### src/rtl/ysyx_22050078_ifu_fetch_queue.sv
// Pipelined fetch unit: credit-limited in-order memory requests, PC side queue and registered output FIFO.
// Optional YSYX_22050078_IFU_TRACE_EN adds a handshake trace and input sanity checks (simulation only).
module ysyx_22050078_ifu_fetch_queue #(
  parameter int                   CPU_WIDTH  = 64,
  parameter int                   INST_WIDTH = 32,
  parameter logic [CPU_WIDTH-1:0] RESET_PC   = 64'h80000000,
  parameter int                   FQ_DEPTH   = 4
) (
  input  logic                  clk,
  input  logic                  rst,
  input  logic                  i_redirect,
  input  logic [CPU_WIDTH-1:0]  i_redirect_pc,
  output logic                  o_mem_req_valid,
  input  logic                  i_mem_req_ready,
  output logic [CPU_WIDTH-1:0]  o_mem_req_addr,
  input  logic                  i_mem_rsp_valid,
  input  logic [CPU_WIDTH-1:0]  i_mem_rsp_data,
  output logic                  o_valid,
  input  logic                  i_ready,
  output logic [CPU_WIDTH-1:0]  o_pc,
  output logic [INST_WIDTH-1:0] o_inst
);
  localparam int PW = $clog2(FQ_DEPTH);
  localparam int CW = PW + 1;
  localparam logic [CW:0] DEPTH_W = (CW+1)'(FQ_DEPTH);

  logic [CPU_WIDTH-1:0]  fetch_pc;
  logic [CW-1:0]         outstanding;
  logic [CW-1:0]         drop_cnt;
  logic [CW-1:0]         fq_count;
  logic [PW-1:0]         fq_rd;
  logic [PW-1:0]         fq_wr;
  logic [PW-1:0]         sq_rd;
  logic [PW-1:0]         sq_wr;
  logic [CPU_WIDTH-1:0]  fq_pc   [FQ_DEPTH];
  logic [INST_WIDTH-1:0] fq_inst [FQ_DEPTH];
  logic [CPU_WIDTH-1:0]  sq_pc   [FQ_DEPTH];

  logic [CW:0]           credit_used;
  logic                  req_fire;
  logic                  push;
  logic                  pop;
  logic [CPU_WIDTH-1:0]  rsp_pc;
  logic [INST_WIDTH-1:0] rsp_inst;
  logic [CW-1:0]         rsp_dec;
  logic [CW-1:0]         fire_inc;

  // Buffered plus in-flight never exceeds the FIFO depth, so every response has a slot.
  assign credit_used     = {1'b0, fq_count} + {1'b0, outstanding};
  assign o_mem_req_valid = !rst && !i_redirect && (credit_used < DEPTH_W);
  assign o_mem_req_addr  = {fetch_pc[CPU_WIDTH-1:3], 3'b000};
  assign req_fire        = o_mem_req_valid && i_mem_req_ready;

  assign rsp_pc   = sq_pc[sq_rd];
  assign rsp_inst = rsp_pc[2] ? i_mem_rsp_data[2*INST_WIDTH-1:INST_WIDTH]
                              : i_mem_rsp_data[INST_WIDTH-1:0];
  assign rsp_dec  = CW'(i_mem_rsp_valid);
  assign fire_inc = CW'(req_fire);

  assign push    = i_mem_rsp_valid && !i_redirect && (drop_cnt == '0);
  assign o_valid = (fq_count != '0);
  assign pop     = o_valid && i_ready && !i_redirect;
  assign o_pc    = o_valid ? fq_pc[fq_rd]   : '0;
  assign o_inst  = o_valid ? fq_inst[fq_rd] : '0;

  always_ff @(posedge clk or posedge rst) begin
    if (rst) begin
      fetch_pc    <= RESET_PC;
      outstanding <= '0;
      drop_cnt    <= '0;
      fq_count    <= '0;
      fq_rd       <= '0;
      fq_wr       <= '0;
      sq_rd       <= '0;
      sq_wr       <= '0;
    end else begin
      outstanding <= outstanding + fire_inc - rsp_dec;
      // The side queue tracks every request, dropped ones included, so it never flushes.
      if (req_fire) begin
        fetch_pc <= fetch_pc + CPU_WIDTH'(4);
        sq_wr    <= sq_wr + 1'b1;
      end
      if (i_mem_rsp_valid) sq_rd <= sq_rd + 1'b1;
      if (i_redirect) begin
        fetch_pc <= i_redirect_pc;
        drop_cnt <= outstanding - rsp_dec;
        fq_count <= '0;
        fq_rd    <= '0;
        fq_wr    <= '0;
      end else begin
        if (i_mem_rsp_valid && (drop_cnt != '0)) drop_cnt <= drop_cnt - 1'b1;
        if (push) fq_wr <= fq_wr + 1'b1;
        if (pop)  fq_rd <= fq_rd + 1'b1;
        fq_count <= fq_count + CW'(push) - CW'(pop);
      end
    end
  end

  always_ff @(posedge clk) begin
    if (req_fire) sq_pc[sq_wr] <= fetch_pc;
    if (push) begin
      fq_pc[fq_wr]   <= rsp_pc;
      fq_inst[fq_wr] <= rsp_inst;
    end
  end

`ifdef YSYX_22050078_IFU_TRACE_EN
  always @(posedge clk) begin
    if (!rst) begin
      if (o_valid && i_ready) $display("pc = %h inst = %h", o_pc, o_inst);
      if (i_redirect && (i_redirect_pc[1:0] != 2'b00))
        $error("ifu: misaligned redirect pc %h", i_redirect_pc);
      if (i_mem_rsp_valid && (outstanding == '0))
        $error("ifu: memory response with no request outstanding");
    end
  end
`endif

endmodule

### config.mk
export PLATFORM = sky130hd
export DESIGN_NAME = ysyx_22050078_ifu_fetch_queue
export DESIGN_NICKNAME = d
export VERILOG_FILES = /design/src/rtl/ysyx_22050078_ifu_fetch_queue.sv
export SDC_FILE = /design/constraint.sdc
export NUM_CORES = 1
export LEC_CHECK = 0
export CELL_PAD_IN_SITES_DETAIL_PLACEMENT = 0
export CELL_PAD_IN_SITES_GLOBAL_PLACEMENT = 2
export CORE_ASPECT_RATIO = 0.7
export CORE_MARGIN = 5
export CORE_UTILIZATION = 46
export DETAILED_ROUTE_END_ITERATION = 10
export PLACE_DENSITY_LB_ADDON = 0.1
export SLEW_MARGIN = 20
export SYNTH_ARGS = -nofsm -noshare
export SYNTH_HDL_FRONTEND = slang
export SYNTH_SLANG_ARGS = --single-unit
### constraint.sdc
create_clock -name clk -period 7.2 [get_ports clk]
set_input_delay 1.44 -clock clk [delete_from_list [all_inputs] [get_ports clk]]
set_output_delay 1.44 -clock clk [all_outputs]
set_load 0.02 [all_outputs]
==> impl_metrics.json <==
{
  "syn_area_sq_um": 29500,
  "gp_congestion": 0.763,
  "leakage_nw": 11.5,
  "numCtsBuffers": 71,
  "clock_latency_ns": 0.61,
  "die_y_um": 222,
  "rows": 77,
  "fin_cells": 2760,
  "initial_utilization_pct": 46.5,
  "hold_end": "sq_pc[2][0]",
  "r2r_cells": 11,
  "cts_root_buf": "clkbuf_16",
  "final_layout_size_suffix_gt1_share_pct": 18.2,
  "ctsResizeCount": 0,
  "cts_setup_buffers": 0,
  "finClkSkew_ns": 0.0181,
  "yosysWarnings": 0,
  "r2r-start": "outstanding[2]",
  "final_common_cell": "edfxtp_1",
  "cts_tree": "yes",
  "finalNetCount": 2027,
  "fmax_mhz": 201,
  "cap_violations": 0,
  "hold_violations": 0,
  "synth_seq_cells": 721,
  "wl_per_cell_um": 25.9,
  "place_inst": 2628,
  "worst_setup_path_start_kind": "register",
  "crit_type": "register to output port",
  "grt_usage_pct": 20.6,
  "power_density_nw_per_um2": 351,
  "rsz0062_at_grt": "false",
  "r2r_slack_ns": 3.12,
  "io_pins": 296,
  "end_kind": "output port",
  "peakVddDrop_mv": 0.186,
  "synth_top_cell_by_area": "edfxtp_1",
  "grt_max_degree": 64,
  "cp.arrival_ns": 3.53,
  "ys.flop_type": "edfxtp_1",
  "timing.final.crit_share_pct": 69.0,
  "final_cell_mix": "640 x edfxtp_1, 291 x clkdlybuf4s50_1, 160 x mux4_2",
  "cts_hold_buffers": 0,
  "slowest_stage": "dfrtp_4",
  "status": "finished, final reports clean",
  "synthArstFlopShare_pct": 11.2,
  "slew_headroom_pct": 31.7,
  "crit_chain": "buf_12, mux4_2, and2_1, clkdlybuf4s50_1",
  "ant_nets": 0,
  "path_max_fanout": 63,
  "holdCritStartpoint": "fetch_pc[0]",
  "crit_buf_inv": 2,
  "cp.depth": 4,
  "route.detailed.drc": 0,
  "vias": 15681,
  "core_sq_um": 63300,
  "worstReg2RegEnd": "fetch_pc[62]",
  "total_power_w": 0.0124,
  "synth_edf_count": 640,
  "antenna_found_initial": 1,
  "path_delay_family": "buffers and inverters",
  "clk_path_buf_depth": 3,
  "max_stage_delay_ns": 0.97,
  "final_core_util_pct": 55.7,
  "drt-total-wl_um": 71400,
  "slew_viol_final": 0,
  "min_period_ns": 4.97,
  "hp-class": "register to register",
  "vias_per_cell": 5.68,
  "critical_path_required_ns": 5.76,
  "setup_viol": 0,
  "worstMarginPinSlew_ns": 1.02,
  "port-buffer-count": 292,
  "ys_types": 55,
  "synth-seq-area-share_pct": 72.1,
  "syn_to_final_growth_pct": 19.6,
  "grt_pass1_vias": 15980,
  "htree_levels": 3,
  "dp_hpwl_um": 44200,
  "grt_overflow_total": 0,
  "hold_depth": 0,
  "fin_tns_setup_ns": 0,
  "syn_area_per_cell_sq_um": 18.2,
  "drtPass1Iterations": 5,
  "clk_pin_slew_ns": 0.06,
  "synth_cells": 1621,
  "die_w_um": 312,
  "die-area_sq_um": 69300,
  "initialDrtViolationCount": 1383,
  "clkSinkCount": 721,
  "grt_pass1_wl_um": 107000,
  "synth_area_leaders": "edfxtp_1 65%, mux4_2 12%, dfrtp_1 6.8%, and2_1 2.2%, buf_4 1.7%",
  "synth_top_area_share_pct": 65.2
}
-- worst reg2reg max path: stages (launching register included) --
cell	delay [ns]
dfrtp_1	0.45
ha_1	0.31
or4_4	0.55
nor3_4	0.28
and2_1	0.17
buf_4	0.31
inv_2	0.39
buf_4	0.43
nor4_4	0.63
nand4_1	0.22
nand3b_1	0.13
o211ai_1	0.09
-- metrics by stage --
step	hold WS (ns)	setup WS (ns)	area, sq um
after floorplan	0.472	2.50	29500
after global routing	0.550	1.96	35200
after CTS	0.520	2.07	35200
final	0.514	2.23	35200
after global placement	0.490	2.14	32900
after detailed placement	0.506	1.99	32900
-- flip-flops by register name, summed over array words and instances (netlist names) --
| name | flops |
|---|---|
| drop_cnt | 3 |
| fetch_pc | 64 |
| fq_rd | 2 |
| sq_rd | 2 |
| sq_wr | 2 |
| sq_pc | 256 |
| fq_inst | 128 |
| outstanding | 3 |
| fq_wr | 2 |
| fq_count | 3 |
| fq_pc | 256 |
-- layer usage --
metal | wire length (um) | share of wire [%] | track usage [%]
met5 | 0 | 0 | 0
met4 | 1300 | 1.8 | 4.66
met1 | 32600 | 46 | 30.8
met2 | 33700 | 47 | 32.2
met3 | 3730 | 5.2 | 3.57
-- how the worst max path moves through the flow --
stage               startpoint             to  slack (ns)
floorplan           i_redirect  fq_inst[0][0]        2.50
global placement           rst   fetch_pc[62]        2.14
detailed placement         rst    fetch_pc[4]        1.99
CTS                   fq_rd[0]       o_pc[31]        2.07
global route          fq_rd[0]       o_pc[31]        1.96
finish                fq_rd[0]       o_pc[31]        2.23
-- where the power goes --
group / switching, W / total [W] / internal, W
combinational: 0.00163 / 0.00316 / 0.00153
sequential: 0.000393 / 0.00553 / 0.00514
clock: 0.00154 / 0.00367 / 0.00213
-- synth_stat cells, types with 4 or more instances --
cell type / count
a21oi_1: 26
a221o_1: 6
a22oi_1: 6
a31oi_1: 10
a32oi_1: 4
and2_1: 104
and3_1: 9
and4_1: 6
buf_1: 31
buf_4: 66
clkbuf_1: 43
dfrtp_1: 80
edfxtp_1: 640
ha_1: 19
inv_1: 25
mux2_2: 34
mux4_2: 160
nand2_1: 77
nand2b_1: 5
nand3_1: 39
nand3b_1: 11
nand4_1: 16
nor2_1: 38
nor2b_1: 6
nor3_1: 14
nor4_1: 8
o211ai_1: 18
o21ai_0: 45
o311ai_0: 14
or3_1: 5
or4_1: 7
xnor2_1: 8
xor2_1: 8
-- area by class of cell --
type                       instances  area [sq um]
clock inverter                    27           344
fill                            4944         28100
multi-input combinational        733          7370
clock buffer                     104          1960
sequential                       721         21300
inverter                          26          98.8
antenna                            1          2.50
timing repair buffer             319          3150
tap                              829          1040
-- kinds of logic after synthesis --
kind of cell | count (synthesis) | share of synthesized area, %
other cells | 1 | 0.0127
xor+xnor | 16 | 0.476
compound gates | 138 | 3.02
simple gates | 358 | 6.78
mux | 197 | 13.6
flops | 721 | 72.1
fa+ha+maj | 21 | 0.943
buf+inv | 169 | 3.01
No activity file was read; power rests on OpenSTA's default activity.
